--- config.mk ---
export PLATFORM = sky130hd
export DESIGN_NAME = alu_seq
export DESIGN_NICKNAME = d
export VERILOG_FILES = /design/src/rtl/alu_seq.sv
export SDC_FILE = /design/constraint.sdc
export NUM_CORES = 1
export LEC_CHECK = 0
export CAP_MARGIN = 15
export CORE_ASPECT_RATIO = 0.5
export CORE_MARGIN = 4
export CORE_UTILIZATION = 55
export DETAILED_ROUTE_END_ITERATION = 6
export GPL_TIMING_DRIVEN = 0
export PLACE_DENSITY = 0.94
export SYNTH_ARGS = -nofsm -noshare
export SYNTH_HDL_FRONTEND = slang
export SYNTH_SLANG_ARGS = --single-unit
export TNS_END_PERCENT = 30
--- constraint.sdc ---
create_clock -name clk -period 2.82 [get_ports clk]
set_clock_uncertainty 0.05 [all_clocks]
set_input_delay 0.705 -clock clk [delete_from_list [all_inputs] [get_ports clk]]
set_output_delay 0.705 -clock clk [all_outputs]
set_load 0.005 [all_outputs]
--- src/rtl/alu_seq.sv ---
// alu_seq: handshaked unsigned ALU with a valid/ready interface on both sides.
// Logic, add/sub and compare ops finish in one cycle. When ALU_MULDIV_EN is
// defined, MUL/DIV/REM run iteratively over WIDTH cycles: shift-add multiply
// and restoring divide. Without the macro, those opcodes give a zero result.
module alu_seq #(
  parameter int WIDTH = 32
) (
  input  logic             clk,
  input  logic             rst,
  input  logic             in_valid,
  output logic             in_ready,
  input  logic [3:0]       ALU_ctr,
  input  logic [WIDTH-1:0] data1,
  input  logic [WIDTH-1:0] data2,
  output logic             out_valid,
  input  logic             out_ready,
  output logic [WIDTH-1:0] ALU_output,
  output logic [WIDTH-1:0] result_hi,
  output logic             Zero,
  output logic             div_zero
);

  localparam logic [3:0] OP_AND = 4'd0;
  localparam logic [3:0] OP_OR  = 4'd1;
  localparam logic [3:0] OP_ADD = 4'd2;
  localparam logic [3:0] OP_SEQ = 4'd3;
  localparam logic [3:0] OP_SLE = 4'd4;
  localparam logic [3:0] OP_SGE = 4'd5;
  localparam logic [3:0] OP_SUB = 4'd6;
  localparam logic [3:0] OP_SLT = 4'd7;
  localparam logic [3:0] OP_NOR = 4'd12;

  typedef enum logic [1:0] {
    IDLE = 2'd0,
`ifdef ALU_MULDIV_EN
    BUSY = 2'd1,
`endif
    DONE = 2'd2
  } state_t;

  state_t           state_r;
  logic             in_ready_r;
  logic             out_valid_r;
  logic [WIDTH-1:0] res_lo_r;
  logic [WIDTH-1:0] res_hi_r;
  logic             zero_r;
  logic             div_zero_r;

  logic [WIDTH-1:0] single_res_s;
  logic [WIDTH-1:0] quick_lo_s;
  logic [WIDTH-1:0] quick_hi_s;
  logic             quick_dz_s;

`ifdef ALU_MULDIV_EN
  localparam logic [3:0] OP_MUL = 4'd8;
  localparam logic [3:0] OP_DIV = 4'd9;
  localparam logic [3:0] OP_REM = 4'd10;
  localparam int CNT_W = (WIDTH > 1) ? $clog2(WIDTH) : 1;
  localparam logic [CNT_W-1:0] CNT_MAX = CNT_W'(WIDTH - 1);

  logic [CNT_W-1:0] cnt_r;
  logic [3:0]       op_r;
  logic [WIDTH-1:0] opnd_r;     // multiplicand or divisor
  logic [WIDTH-1:0] work_hi_r;  // product high half or partial remainder
  logic [WIDTH-1:0] work_lo_r;  // multiplier bits or dividend/quotient bits

  logic             muldiv_s;
  logic             dz_s;
  logic [WIDTH:0]   mul_sum_s;
  logic [WIDTH:0]   div_shift_s;
  logic [WIDTH:0]   div_diff_s;
  logic [WIDTH-1:0] next_hi_s;
  logic [WIDTH-1:0] next_lo_s;
  logic [WIDTH-1:0] fin_lo_s;

  // Classify the presented opcode: iterative op, and divide by zero shortcut.
  always_comb begin
    muldiv_s = (ALU_ctr == OP_MUL) || (ALU_ctr == OP_DIV) || (ALU_ctr == OP_REM);
    dz_s     = ((ALU_ctr == OP_DIV) || (ALU_ctr == OP_REM)) && (data2 == {WIDTH{1'b0}});
  end

  // One iteration step: shift-add for MUL, restoring subtract for DIV/REM.
  always_comb begin
    mul_sum_s   = {1'b0, work_hi_r} + (work_lo_r[0] ? {1'b0, opnd_r} : {(WIDTH+1){1'b0}});
    div_shift_s = {work_hi_r, work_lo_r[WIDTH-1]};
    div_diff_s  = div_shift_s - {1'b0, opnd_r};
    next_hi_s   = work_hi_r;
    next_lo_s   = work_lo_r;
    if (op_r == OP_MUL) begin
      next_hi_s = mul_sum_s[WIDTH:1];
      next_lo_s = {mul_sum_s[0], work_lo_r[WIDTH-1:1]};
    end else if (!div_diff_s[WIDTH]) begin
      next_hi_s = div_diff_s[WIDTH-1:0];
      next_lo_s = {work_lo_r[WIDTH-2:0], 1'b1};
    end else begin
      next_hi_s = div_shift_s[WIDTH-1:0];
      next_lo_s = {work_lo_r[WIDTH-2:0], 1'b0};
    end
    if (op_r == OP_REM) begin
      fin_lo_s = next_hi_s;
    end else begin
      fin_lo_s = next_lo_s;
    end
  end
`endif

  // Single-cycle result straight from the presented operands.
  always_comb begin
    single_res_s = {WIDTH{1'b0}};
    case (ALU_ctr)
      OP_AND:  single_res_s = data1 & data2;
      OP_OR:   single_res_s = data1 | data2;
      OP_ADD:  single_res_s = data1 + data2;
      OP_SEQ:  single_res_s = {{(WIDTH-1){1'b0}}, (data1 == data2)};
      OP_SLE:  single_res_s = {{(WIDTH-1){1'b0}}, (data1 <= data2)};
      OP_SGE:  single_res_s = {{(WIDTH-1){1'b0}}, (data1 >= data2)};
      OP_SUB:  single_res_s = data1 - data2;
      OP_SLT:  single_res_s = {{(WIDTH-1){1'b0}}, (data1 < data2)};
      OP_NOR:  single_res_s = ~(data1 | data2);
      default: single_res_s = {WIDTH{1'b0}};
    endcase
  end

  // Result captured when an op finishes at accept time (single-cycle or div by zero).
  always_comb begin
    quick_lo_s = single_res_s;
    quick_hi_s = {WIDTH{1'b0}};
    quick_dz_s = 1'b0;
`ifdef ALU_MULDIV_EN
    if (dz_s) begin
      if (ALU_ctr == OP_DIV) begin
        quick_lo_s = {WIDTH{1'b1}};
      end else begin
        quick_lo_s = data1;
      end
      quick_hi_s = data1;
      quick_dz_s = 1'b1;
    end else begin
      quick_lo_s = single_res_s;
      quick_hi_s = {WIDTH{1'b0}};
      quick_dz_s = 1'b0;
    end
`endif
  end

  // Control FSM with registered handshake and result outputs.
  always_ff @(posedge clk or posedge rst) begin
    if (rst) begin
      state_r     <= IDLE;
      in_ready_r  <= 1'b1;
      out_valid_r <= 1'b0;
      res_lo_r    <= {WIDTH{1'b0}};
      res_hi_r    <= {WIDTH{1'b0}};
      zero_r      <= 1'b1;
      div_zero_r  <= 1'b0;
`ifdef ALU_MULDIV_EN
      cnt_r       <= {CNT_W{1'b0}};
      op_r        <= OP_AND;
      opnd_r      <= {WIDTH{1'b0}};
      work_hi_r   <= {WIDTH{1'b0}};
      work_lo_r   <= {WIDTH{1'b0}};
`endif
    end else begin
      case (state_r)
        IDLE: begin
          if (in_valid) begin
`ifdef ALU_MULDIV_EN
            if (muldiv_s && !dz_s) begin
              state_r    <= BUSY;
              in_ready_r <= 1'b0;
              op_r       <= ALU_ctr;
              cnt_r      <= CNT_MAX;
              work_hi_r  <= {WIDTH{1'b0}};
              if (ALU_ctr == OP_MUL) begin
                opnd_r    <= data1;
                work_lo_r <= data2;
              end else begin
                opnd_r    <= data2;
                work_lo_r <= data1;
              end
            end else begin
`else
            begin
`endif
              state_r     <= DONE;
              in_ready_r  <= 1'b0;
              out_valid_r <= 1'b1;
              res_lo_r    <= quick_lo_s;
              res_hi_r    <= quick_hi_s;
              zero_r      <= (quick_lo_s == {WIDTH{1'b0}});
              div_zero_r  <= quick_dz_s;
            end
          end
        end
`ifdef ALU_MULDIV_EN
        BUSY: begin
          work_hi_r <= next_hi_s;
          work_lo_r <= next_lo_s;
          if (cnt_r == {CNT_W{1'b0}}) begin
            state_r     <= DONE;
            out_valid_r <= 1'b1;
            res_lo_r    <= fin_lo_s;
            res_hi_r    <= next_hi_s;
            zero_r      <= (fin_lo_s == {WIDTH{1'b0}});
            div_zero_r  <= 1'b0;
          end else begin
            cnt_r <= cnt_r - {{(CNT_W-1){1'b0}}, 1'b1};
          end
        end
`endif
        DONE: begin
          // Result is released; the next accept waits for the following cycle.
          if (out_ready) begin
            state_r     <= IDLE;
            in_ready_r  <= 1'b1;
            out_valid_r <= 1'b0;
          end
        end
        default: begin
          state_r     <= IDLE;
          in_ready_r  <= 1'b1;
          out_valid_r <= 1'b0;
        end
      endcase
    end
  end

  assign in_ready   = in_ready_r;
  assign out_valid  = out_valid_r;
  assign ALU_output = res_lo_r;
  assign result_hi  = res_hi_r;
  assign Zero       = zero_r;
  assign div_zero   = div_zero_r;

endmodule
==> impl_metrics.json, run 1 <==
{
  "synthArstFlopShare_pct": 100,
  "ios": 140,
  "synth_top_cells_by_area": "ha_1 17%, dfrtp_1 11%, a21oi_1 5.6%, inv_1 5.2%, o21ai_0 4.6%",
  "die_y_um": 89.2,
  "error_line": "[ERROR GRT-0232] Routing congestion too high. Check the congestion heatmap in the GUI.",
  "grt_overflow": 104,
  "ys.flop_type": "dfrtp_1",
  "synth_area_leader_cell": "ha_1",
  "h-tree-depth": 2,
  "crit_endpoint": "Zero$_DFFE_PP1P_/D",
  "ys_types": 83,
  "cts-root-buf": "clkbuf_16",
  "clock-sinks": 35,
  "synthesis.area_um2": 7260,
  "num_rows": 29,
  "gr-usage-all-layers_pct": 76.8,
  "seq_area_frac_synth_pct": 12.1,
  "yosysTopAreaCellShare_pct": 17.1,
  "port_buffers": 106,
  "outcome": "stopped before the end",
  "ctsHoldBuffers": 0,
  "grt_start_max_net_pins": 19,
  "place_inst": 1334,
  "grt_antenna_before_repair": 7,
  "ys_ff_latch": 35,
  "start_util_pct": 56.8,
  "ys.warnings.count": 0,
  "synth_edf_count": 0,
  "clockBufferDepth": 2,
  "synth_area_per_cell_um2": 7.09,
  "gp_congestion": 1.05,
  "cts_buffers": 5,
  "synth_cells": 1024,
  "place.detailed.hpwl_um": 24100,
  "worst_endpoint_kind": "sequential cell input",
  "stop_stage": "5_1_grt",
  "chipWidth_um": 170
}
[metal layers]
metal	global-route usage, %	GRT overflow
met5	41.9	0
met4	80.0	57
met3	63.6	1
met2	91.5	42
met1	75.7	4
[per-stage QoR]
step | setup WS (ns) | utilization [%] | area [µm²] | hold slack [ns]
3_3_place_gp | -2.03 | 71.0 | 9070 | 0.411
2_1_floorplan | -0.594 | - | 7800 | 0.409
4_1_cts | -0.886 | 85.1 | 10900 | 0.432
3_5_place_dp | -2.14 | 71.3 | 9110 | 0.423
[repair_timing]
action | CTS
endpoints found under the hold margin | 0
pin swaps | 91
gates resized for setup | 437
gates cloned | 3
setup endpoints to repair | 33
buffers inserted | 86
[cell usage after synthesis (7+ instances only)]
master,instances
nand3_1,23
a221o_1,7
nor2b_1,12
nand2b_1,7
a211o_1,8
a31oi_1,15
and3_1,9
nor4_1,21
inv_1,100
o31ai_1,17
o211ai_1,11
a22oi_1,24
clkbuf_1,47
nand2_1,76
buf_4,33
a21oi_1,81
a21o_1,18
ha_1,99
o22ai_1,10
nor3_1,26
nand4_1,15
a221oi_1,15
dfrtp_1,33
o221ai_1,10
o21bai_1,10
and2_1,8
nor2_1,75
a211oi_1,11
buf_2,12
o21ai_0,67
xnor2_1,7
[cell families after synthesis]
group           synth area share (%)
flops                           12.1
compound gates                  34.8
other cells                   0.0517
fa+ha+maj                       17.6
buf+inv                         12.2
xor+xnor                       0.845
simple gates                    21.4
mux                             1.03
==> inputs of run 2 (changes only) <==
--- a/config.mk
+++ b/config.mk
@@ -6,12 +6,11 @@
 export NUM_CORES = 1
 export LEC_CHECK = 0
 export CAP_MARGIN = 15
-export CORE_ASPECT_RATIO = 0.5
 export CORE_MARGIN = 4
-export CORE_UTILIZATION = 55
+export CORE_UTILIZATION = 40
 export DETAILED_ROUTE_END_ITERATION = 6
 export GPL_TIMING_DRIVEN = 0
-export PLACE_DENSITY = 0.94
+export PLACE_DENSITY_LB_ADDON = 0.15
 export SYNTH_ARGS = -nofsm -noshare
 export SYNTH_HDL_FRONTEND = slang
 export SYNTH_SLANG_ARGS = --single-unit
==> run 2 against run 1 <==
  * The flow now finishes, with violations (design-rule violations, negative setup slack)
  * Synthesized area stayed put
  * Synthesized cell count stayed put
==> impl_metrics.json, run 2 <==
{
  "top_layer_used": "met4",
  "max_slew.worst_pin.slew_ns": 0.704,
  "final_cell_mix": "147 x buf_4, 71 x nand2_1, 65 x nor2_1, 64 x ha_1, 61 x inv_1",
  "p_total_mw": 3.65,
  "r2r_start": "out_valid",
  "ctsHoldBuffers": 0,
  "seq_area_frac_synth_pct": 12.1,
  "ys_ff_latch": 35,
  "hp-class": "reg -> reg",
  "cts_tree": "done",
  "synth_edf_count": 0,
  "synth_cells": 1024,
  "nFillCells": 1498,
  "ant_nets": 0,
  "leakage_nw": 5.02,
  "setup_viol": 19,
  "fmax_mhz": 267,
  "rsz0062_at_grt": "yes",
  "wl_met1_um": 13000,
  "ys_types": 83,
  "path_cells": "clkdlybuf4s15_1 > inv_2 > ha_4 > buf_12 > nor2_4 > a211oi_2 > buf_4 > a21oi_4 > o31ai_4 > o221a_1 > buf_4 > buf_4 > o221ai_2 > a21oi_4 > nand4_1 > nor4b_2 > nand4_1 > o31ai_2",
  "finalHoldViolCount": 0,
  "r2r_slack_ns": 0.17,
  "drive_above_1_share_pct": 39.7,
  "dpl-instance-area_um2": 9170,
  "outcome": "complete, but fails checks",
  "chipWidth_um": 143,
  "grt_pass1_vias": 8432,
  "powerDensity_nw_per_um2": 315,
  "fp.coreArea_um2": 17500,
  "violations": "design-rule violations, negative setup slack",
  "grt_pass1_wl_um": 46700,
  "antenna_cells": 0,
  "final_cells": 1500,
  "synthesis.area_um2": 7260,
  "fin_crit_sh_pct": 133,
  "start_util_pct": 41.4,
  "final_max_slew_viol_count": 0,
  "synth_top_cells_by_area": "ha_1 17%, dfrtp_1 11%, a21oi_1 5.6%, inv_1 5.2%, o21ai_0 4.6%",
  "relSlewSlack_pct": 52.6,
  "min-delay-start": "ALU_output[3]",
  "clockBufferDepth": 2,
  "multi_input_area_um2": 7270,
  "rr_worst_depth": 11,
  "grt_overflow": 0,
  "drv_cap": 0,
  "worstReg2RegEnd": "Zero",
  "max_stage_delay_ns": 0.29,
  "h-tree-depth": 2,
  "synth_area_leader_cell": "ha_1",
  "gp_congestion": 0.994,
  "crit_fanout": 7,
  "dr_total_vias": 9429,
  "grt_start_max_net_pins": 21,
  "min_to": "ALU_output[3]",
  "peakVddDrop_mv": 0.316,
  "setup_tns_ns": -6.32,
  "area_growth_pct": 59.9,
  "timing.final.crit_period_ns": 3.74,
  "drt_pass1_iterations": 7,
  "fin_nets": 1447,
  "via_per_inst": 6.29,
  "cp_slowest_cell": "o31ai_4",
  "cp-end-kind": "flop",
  "path_clk_slew_ns": 0.05,
  "synthTopCellsByCount": "100 x inv_1, 99 x ha_1, 81 x a21oi_1",
  "ios": 140,
  "dr_wl_met2_um": 13800,
  "first_iter_violations": 1126,
  "wl_um": 31700,
  "yosysMostFrequentCell": "inv_1",
  "ys.flop_type": "dfrtp_1",
  "worst-path-buf-inv": 6,
  "ys.warnings.count": 0,
  "route.detailed.drc": 17,
  "cts-root-buf": "clkbuf_16",
  "layout_commonest_cell": "buf_4",
  "min_delay_path_depth": 2,
  "die_y_um": 143,
  "port_buffers": 106,
  "place.detailed.hpwl_um": 22900,
  "crit_required_ns": 2.96,
  "yosysTopAreaCellShare_pct": 17.1,
  "worst_ep_arrival_time_ns": 3.88,
  "cts_buffers": 5,
  "clock-sinks": 35,
  "final_area_um2": 11600,
  "clock_latency_ns": 0.27,
  "met3RoutedLength_um": 3270,
  "crit_path_start_kind": "input port",
  "gr-usage-all-layers_pct": 28.7,
  "largest_reg_flops": 32,
  "synthArstFlopShare_pct": 100,
  "path_delay_family": "compound AO/OA/AOI/OAI gates",
  "criticalPathCategory": "in -> reg",
  "regArea_um2": 878,
  "grt_antenna_before_repair": 0,
  "die-area_um2": 20400,
  "cp_common_cell": "buf_4",
  "place_inst": 1388,
  "pre_cts_ws_ns": -2.23,
  "num_rows": 48,
  "worst_slack_ns": -0.923,
  "wl_per_cell_um": 21.1,
  "synth_area_per_cell_um2": 7.09
}
## run 2: per-stage QoR
step,hold WS (ns),util [%]
3_3_place_gp,0.412,52.1
6_report,0.430,66.2
3_5_place_dp,0.417,52.3
4_1_cts,0.428,60.2
2_1_floorplan,0.409,-
5_1_grt,0.452,66.2
## run 2: worst min-delay path, delay by kind of cell (launching register included)
family | cells | cell delay [ns]
DFF | 1 | 0.34
and+or+nand+nor | 2 | 0.10
## run 2: area by class of cell
type,instances,share of cell area [%]
Tap cell,225,2.43
Sequential cell,35,7.57
Buffer,82,5.78
Multi-Input combinational cell,824,62.7
Clock buffer,7,1.14
Clock inverter,1,0.0431
Timing Repair Buffer,224,16.6
Inverter,102,3.80
## run 2: report_power, final
| part | total (mW) | switching (mW) | internal, mW |
|---|---|---|---|
| sequential | 0.685 | 0.0702 | 0.615 |
| clock | 0.519 | 0.193 | 0.326 |
| combinational | 2.45 | 1.31 | 1.14 |
## run 2: what timing repair did
action / in CTS / in global routing
gates resized for setup: 331 / 214
pin swaps: 88 / 99
setup endpoints to repair: 33 / 30
setup buffers: 71 / 46
## run 2: how the worst max path moves through the flow
stage               startpoint    to  slack, ns  depth (start not counted)
floorplan            data2[11]  Zero      -0.59                         14
global placement    ALU_ctr[2]  Zero      -2.20                         13
detailed placement  ALU_ctr[2]  Zero      -2.23                         13
CTS                   data1[9]  Zero      -0.92                         15
global route          data1[0]  Zero      -1.10                         16
finish                data2[5]  Zero      -0.92                         18
## run 2: layer usage
metal	up-vias	GRT usage, %
li1	4227	-
met3	139	5.26
met1	4423	39.8
met2	640	43.8
met4	0	11.9
met5	-	0
## run 2: kinds of logic (layout without fill, tap and decap cells)
logic type                 count (synthesis)  after routing  synth area share (%)
and+or+nand+nor                          306            306                  21.4
other                                      1             33                0.0517
DFF                                       35             35                  12.1
xor gates and xnor gates                   7              7                 0.845
muxes                                      7              7                  1.03
adders and majority gates                101            101                  17.6
buffers and inverters                    197            416                  12.2
AOI/OAI and AO/OA                        370            370                  34.8
Note: power is estimated with default switching activity, not from simulation.
